<file path="src/rtl/commit_trace_packer.sv">
// Commit trace packer: turns up to two retired instructions per cycle into
// 179-bit trace records, stamps them with a sequence number and buffers them
// in a small FIFO for a ready/valid sink. Records that do not fit are counted
// in a saturating drop counter.
module commit_trace_packer #(
  parameter int DEPTH = 8
) (
  input  logic                     clk_i,
  input  logic                     rst_i,
  input  logic                     enable_i,
  input  logic [1:0]               commit_ack_i,
  input  logic [1:0][63:0]         commit_pc_i,
  input  logic [1:0][31:0]         commit_instr_i,
  input  logic [1:0][4:0]          commit_waddr_i,
  input  logic [1:0][63:0]         commit_wdata_i,
  input  logic [1:0]               commit_we_gpr_i,
  input  logic [1:0]               commit_we_fpr_i,
  input  logic [1:0]               commit_we_posr_i,
  input  logic [1:0]               commit_ex_i,
  input  logic [1:0]               priv_lvl_i,
  input  logic                     debug_mode_i,
  output logic                     trace_valid_o,
  input  logic                     trace_ready_i,
  output logic [178:0]             trace_data_o,
  output logic [$clog2(DEPTH):0]   level_o,
  output logic [15:0]              drop_cnt_o
);

  localparam int PW = $clog2(DEPTH);
  localparam int LW = PW + 1;

  // Register-file tag: GPR wins over FPR, FPR over POSR.
  function automatic logic [1:0] rf_enc(input logic gpr, input logic fpr, input logic posr);
    logic [1:0] rf;
    if (gpr) begin
      rf = 2'b01;
    end else if (fpr) begin
      rf = 2'b10;
    end else if (posr) begin
      rf = 2'b11;
    end else begin
      rf = 2'b00;
    end
    return rf;
  endfunction

  logic [178:0]   mem_q [DEPTH];
  logic [PW-1:0]  wptr_q, wptr_d, rptr_q, rptr_d;
  logic [LW-1:0]  level_q, level_d;
  logic [7:0]     seq_q, seq_d;
  logic [15:0]    drop_q, drop_d;

  logic [1:0]     proc_s;
  logic [1:0]     n_proc_s, n_push_s, n_drop_s;
  logic [LW-1:0]  free_s;
  logic           pop_s;
  logic [7:0]     seq1_s;
  logic [178:0]   rec0_s, rec1_s, first_s, second_s;
  logic [16:0]    drop_sum_s;
  logic [PW-1:0]  wptr1_s;

  // Record formatting, admission against registered free space, and next state.
  always_comb begin
    proc_s   = enable_i ? commit_ack_i : 2'b00;
    n_proc_s = {1'b0, proc_s[0]} + {1'b0, proc_s[1]};
    // Port 1 takes seq+1 only when port 0 also consumed a number this cycle.
    seq1_s   = proc_s[0] ? (seq_q + 8'd1) : seq_q;
    rec0_s   = {commit_pc_i[0], commit_instr_i[0], commit_wdata_i[0], commit_waddr_i[0],
                rf_enc(commit_we_gpr_i[0], commit_we_fpr_i[0], commit_we_posr_i[0]),
                commit_ex_i[0], priv_lvl_i, debug_mode_i, seq_q};
    rec1_s   = {commit_pc_i[1], commit_instr_i[1], commit_wdata_i[1], commit_waddr_i[1],
                rf_enc(commit_we_gpr_i[1], commit_we_fpr_i[1], commit_we_posr_i[1]),
                commit_ex_i[1], priv_lvl_i, debug_mode_i, seq1_s};
    first_s  = proc_s[0] ? rec0_s : rec1_s;
    second_s = rec1_s;

    // A pop in this cycle does not make room for this cycle's pushes.
    free_s = LW'(DEPTH) - level_q;
    if ({{(LW-2){1'b0}}, n_proc_s} <= free_s) begin
      n_push_s = n_proc_s;
    end else begin
      n_push_s = free_s[1:0];
    end
    n_drop_s = n_proc_s - n_push_s;

    pop_s   = (level_q != {LW{1'b0}}) && trace_ready_i;
    level_d = level_q + {{(LW-2){1'b0}}, n_push_s} - {{(LW-1){1'b0}}, pop_s};
    wptr_d  = wptr_q + {{(PW-2){1'b0}}, n_push_s};
    rptr_d  = rptr_q + {{(PW-1){1'b0}}, pop_s};
    wptr1_s = wptr_q + {{(PW-1){1'b0}}, 1'b1};

    drop_sum_s = {1'b0, drop_q} + {15'd0, n_drop_s};
    if (drop_sum_s[16]) begin
      drop_d = 16'hFFFF;
    end else begin
      drop_d = drop_sum_s[15:0];
    end
    seq_d = seq_q + {6'd0, n_proc_s};
  end

  // Control state: pointers, occupancy, sequence and drop counters.
  always_ff @(posedge clk_i or posedge rst_i) begin
    if (rst_i) begin
      wptr_q  <= {PW{1'b0}};
      rptr_q  <= {PW{1'b0}};
      level_q <= {LW{1'b0}};
      seq_q   <= 8'd0;
      drop_q  <= 16'd0;
    end else begin
      wptr_q  <= wptr_d;
      rptr_q  <= rptr_d;
      level_q <= level_d;
      seq_q   <= seq_d;
      drop_q  <= drop_d;
    end
  end

  // Record storage; contents are irrelevant after reset so no reset here.
  always_ff @(posedge clk_i) begin
    if (n_push_s != 2'd0) begin
      mem_q[wptr_q] <= first_s;
    end
    if (n_push_s == 2'd2) begin
      mem_q[wptr1_s] <= second_s;
    end
  end

  assign trace_valid_o = (level_q != {LW{1'b0}});
  assign trace_data_o  = mem_q[rptr_q];
  assign level_o       = level_q;
  assign drop_cnt_o    = drop_q;

endmodule

</file>
<file path="config.mk">
export PLATFORM = sky130hd
export DESIGN_NAME = commit_trace_packer
export DESIGN_NICKNAME = d
export VERILOG_FILES = /design/src/rtl/commit_trace_packer.sv
export SDC_FILE = /design/constraint.sdc
export NUM_CORES = 2
export LEC_CHECK = 0
export ABC_AREA = 1
export CAP_MARGIN = 15
export CORE_MARGIN = 5
export CORE_UTILIZATION = 32
export DETAILED_ROUTE_END_ITERATION = 7
export DONT_BUFFER_PORTS = 1
export GPL_ROUTABILITY_DRIVEN = 0
export PLACE_DENSITY = 0.55
export SYNTH_ARGS = -nofsm -noshare
export SYNTH_HDL_FRONTEND = slang
export SYNTH_SLANG_ARGS = --single-unit
</file>
<file path="constraint.sdc">
create_clock -name clk_i -period 11.6 [get_ports clk_i]
set_input_delay 1.16 -clock clk_i [delete_from_list [all_inputs] [get_ports clk_i]]
set_output_delay 1.16 -clock clk_i [all_outputs]
set_load 0.005 [all_outputs]
</file>
==> results.ini <==
[clocking]
cts-resized-gates=0
postCtsHoldBufs=0
clock_path_buffers=3
htreeDepth=4
clock-root-buffer=clkbuf_16
cts_setup_buffers=0
clock_latency_ns=0.84
cts_sinks=1466
clkTransAtPathRegs_ns=0.06
cts_buffers=169
tritoncts=done

[critical_path]
cp.required_ns=10.44
path_class=flip-flop to output port
critPathMaxFanout=82
cp_data_arrival_time_ns=5.12
crit_path_end_kind=output port
start_kind=flip-flop

[global_route]
grt_start_max_net_pins=197
first_global_vias=55400
grt_overflow=0
antenna_found_initial=26
grt_pass1_wl_mm=368
track_usage_pct=19.8

[yosys]
synth-edff-count=1432
netlist_area_um2=74800
syn-num-nets=8559
syn-instance-count=8193
synthFlopType=edfxtp_1
yosys_warnings=0
yosysSeqAreaShare_pct=58.6
synth.ff_latch_count=1466
ys_async_sr_fraction_pct=2.32
synth.distinct_cells=43
syn_avg_cell_area_um2=9.13

[placement]
io_buffers=0
place_ws_ns=6.30
dp.cells=10700
dp_hpwl_mm=131

[cells_and_area]
final_common_cell=nand2_1
fillers=23500
drive_gt1_share_pct=5.15
nets=8187
final_cell_count_no_fill=11000
mostFrequentLayoutCells=nand2_1, o21ai_0, edfxtp_1, nor2_1, o21ai_1
area_delta_synth_final_pct=8.83

[timing]
worstMarginPinSlew_ns=1.21
period_share_pct=54.1
max_freq_ghz=0.159
layout_min_cycle_time_ns=6.28
slew_headroom_pct=19.5
setup_viol=0
finalWorstSetupSlack_ns=5.32
finalMaxSlewViolations=0
final.setup.tns_ns=0
skew_ns=0.0365
rsz0062_at_grt=no
hold_viol=0

[power]
p_comb_share_pct=34.8
p_total_mw=19.1
clkPwrFrac_pct=27.1
power_frac_seq_pct=38.1
p_leak_nw=30.2
internal-power_mw=11.4
p_per_area_nw_per_um2=235
p_switching_mw=7.69
power_switching_share_pct=40.2
peakVddDrop_mv=0.200

[die]
die_y_um=493
die_w_um=493
io_pins=547
start_util_pct=32.2
core_um2=233000
rows=177
dieArea_um2=243000

[routing]
drt-total-wl_mm=251
wire_per_inst_um=22.8
drc=0
via_per_inst=5.38
vias=59300
ant_nets=0
drt_first_pass_iters=7
first_iter_violations=6302

[min_path]
worstHoldPathType=primary input to asynchronous set/reset pin

[run]
cap_violations=0

[outcome]
status=finished, final reports clean

## metal layers
metal  up-vias  routed length [um]  GRT usage (%)
met5         -                  98              0
met4        14                6590           5.84
met3       376               21400           3.93
met2      2519              118000           32.2
met1     28700              105000           26.9
li1      27700                   -              -
## critical path, stage by stage (launching register included)
cell     delay [ns]
dfrtp_4        0.85
buf_4          0.88
buf_4          0.58
buf_4          0.75
o21ai_0        0.22
o21ai_0        0.28
a21oi_1        0.07
a31oi_1        0.48
## power groups by stage
stage / Clock (mW) / Sequential [mW] / Combinational (mW)
after CTS: 5.26 / 7.28 / 6.68
final: 5.17 / 7.27 / 6.65
after global routing: 5.47 / 7.34 / 7.32
after detailed placement: 0 / 7.38 / 6.66
after global placement: 0 / 7.37 / 6.61
after floorplan: 0 / 7.54 / 4.30
## cells in the mapped netlist (2+ instances only)
cell,number,area [um^2]
a21oi_1,181,906
a31oi_1,179,1120
buf_1,18,67.6
buf_2,225,1130
buf_4,22,165
buf_6,108,1220
buf_8,2,30.0
clkbuf_1,249,935
clkinv_1,2,7.51
dfrtp_1,34,851
edfxtp_1,1432,43000
fa_1,3,60.1
ha_1,16,200
inv_1,216,811
inv_2,6,22.5
nand2_1,2160,8110
nand2_2,12,75.1
nand2_4,3,33.8
nand2_8,5,100
nand3_1,31,155
nand3b_1,2,15.0
nand4_1,6,37.5
nand4_4,4,85.1
nor2_1,922,3460
nor2_2,2,12.5
nor2_4,4,45.0
nor2_8,3,60.1
nor3_1,8,40.0
o21ai_0,1543,7720
o21ai_1,706,3530
o21ai_2,52,455
o21bai_1,11,82.6
o22ai_1,2,12.5
xor2_1,15,131
## cell families (layout without fill, tap and decap cells)
logic type                 Yosys count  after routing  share of synthesized area, %
other                                0             18                             0
DFF                               1466           1466                          58.6
xor gates and xnor gates            16             16                         0.187
and+or+nand+nor                   3167           3167                          16.4
buffers and inverters              849            618                          5.88
adders and majority gates           19             19                         0.348
AOI/OAI and AO/OA                 2676           2676                          18.5
## through the flow
stage | utilization [%] | hold WS [ns] | instance area, um^2
final | 35.0 | 0.357 | 81400
after detailed placement | 32.7 | 0.530 | 76000
after global placement | 32.7 | 0.529 | 76000
after CTS | 35.0 | 0.278 | 81300
after global routing | 35.0 | 0.361 | 81400
after floorplan | - | 0.473 | 74800
## final timing paths
| kind | start | to | slack [ns] | depth (start not counted) |
|---|---|---|---|---|
| min in group clk_i | priv_lvl_i[1] | mem_q[1][10]$_DFFE_PP_ | 0.44 | 0 |
| setup reg to reg | level_o[0]$_DFF_PP0_ | mem_q[2][55]$_DFFE_PP_ | 6.82 | 12 |
| hold reg to reg | drop_cnt_o[15]$_DFF_PP0_ | drop_cnt_o[15]$_DFF_PP0_ | 0.54 | 2 |
| max in group asynchronous | rst_i | rptr_q[0]$_DFF_PP0_ | 10.85 | 2 |
| hold / removal | rst_i | seq_q[7]$_DFF_PP0_ | 0.36 | 2 |
| setup / recovery | rptr_q[0]$_DFF_PP0_ | trace_data_o[137] | 5.32 | 7 |
## sequential cells by signal, summed over array words and instances (netlist names)
signal,flops
mem_q,1432
level_o,4
drop_cnt_o,16
rptr_q,3
seq_q,8
wptr_q,3
## layout make-up
type	instances	area, um^2	area share (%)
Antenna cell	18	45.0	0.0554
Clock buffer	209	4400	5.41
Clock inverter	103	880	1.08
Inverter	225	887	1.09
Multi-Input combinational cell	5878	26600	32.7
Sequential cell	1466	43900	53.9
Tap cell	3043	3810	4.68
Timing Repair Buffer	81	858	1.05
(Power assumes the default switching activity.)
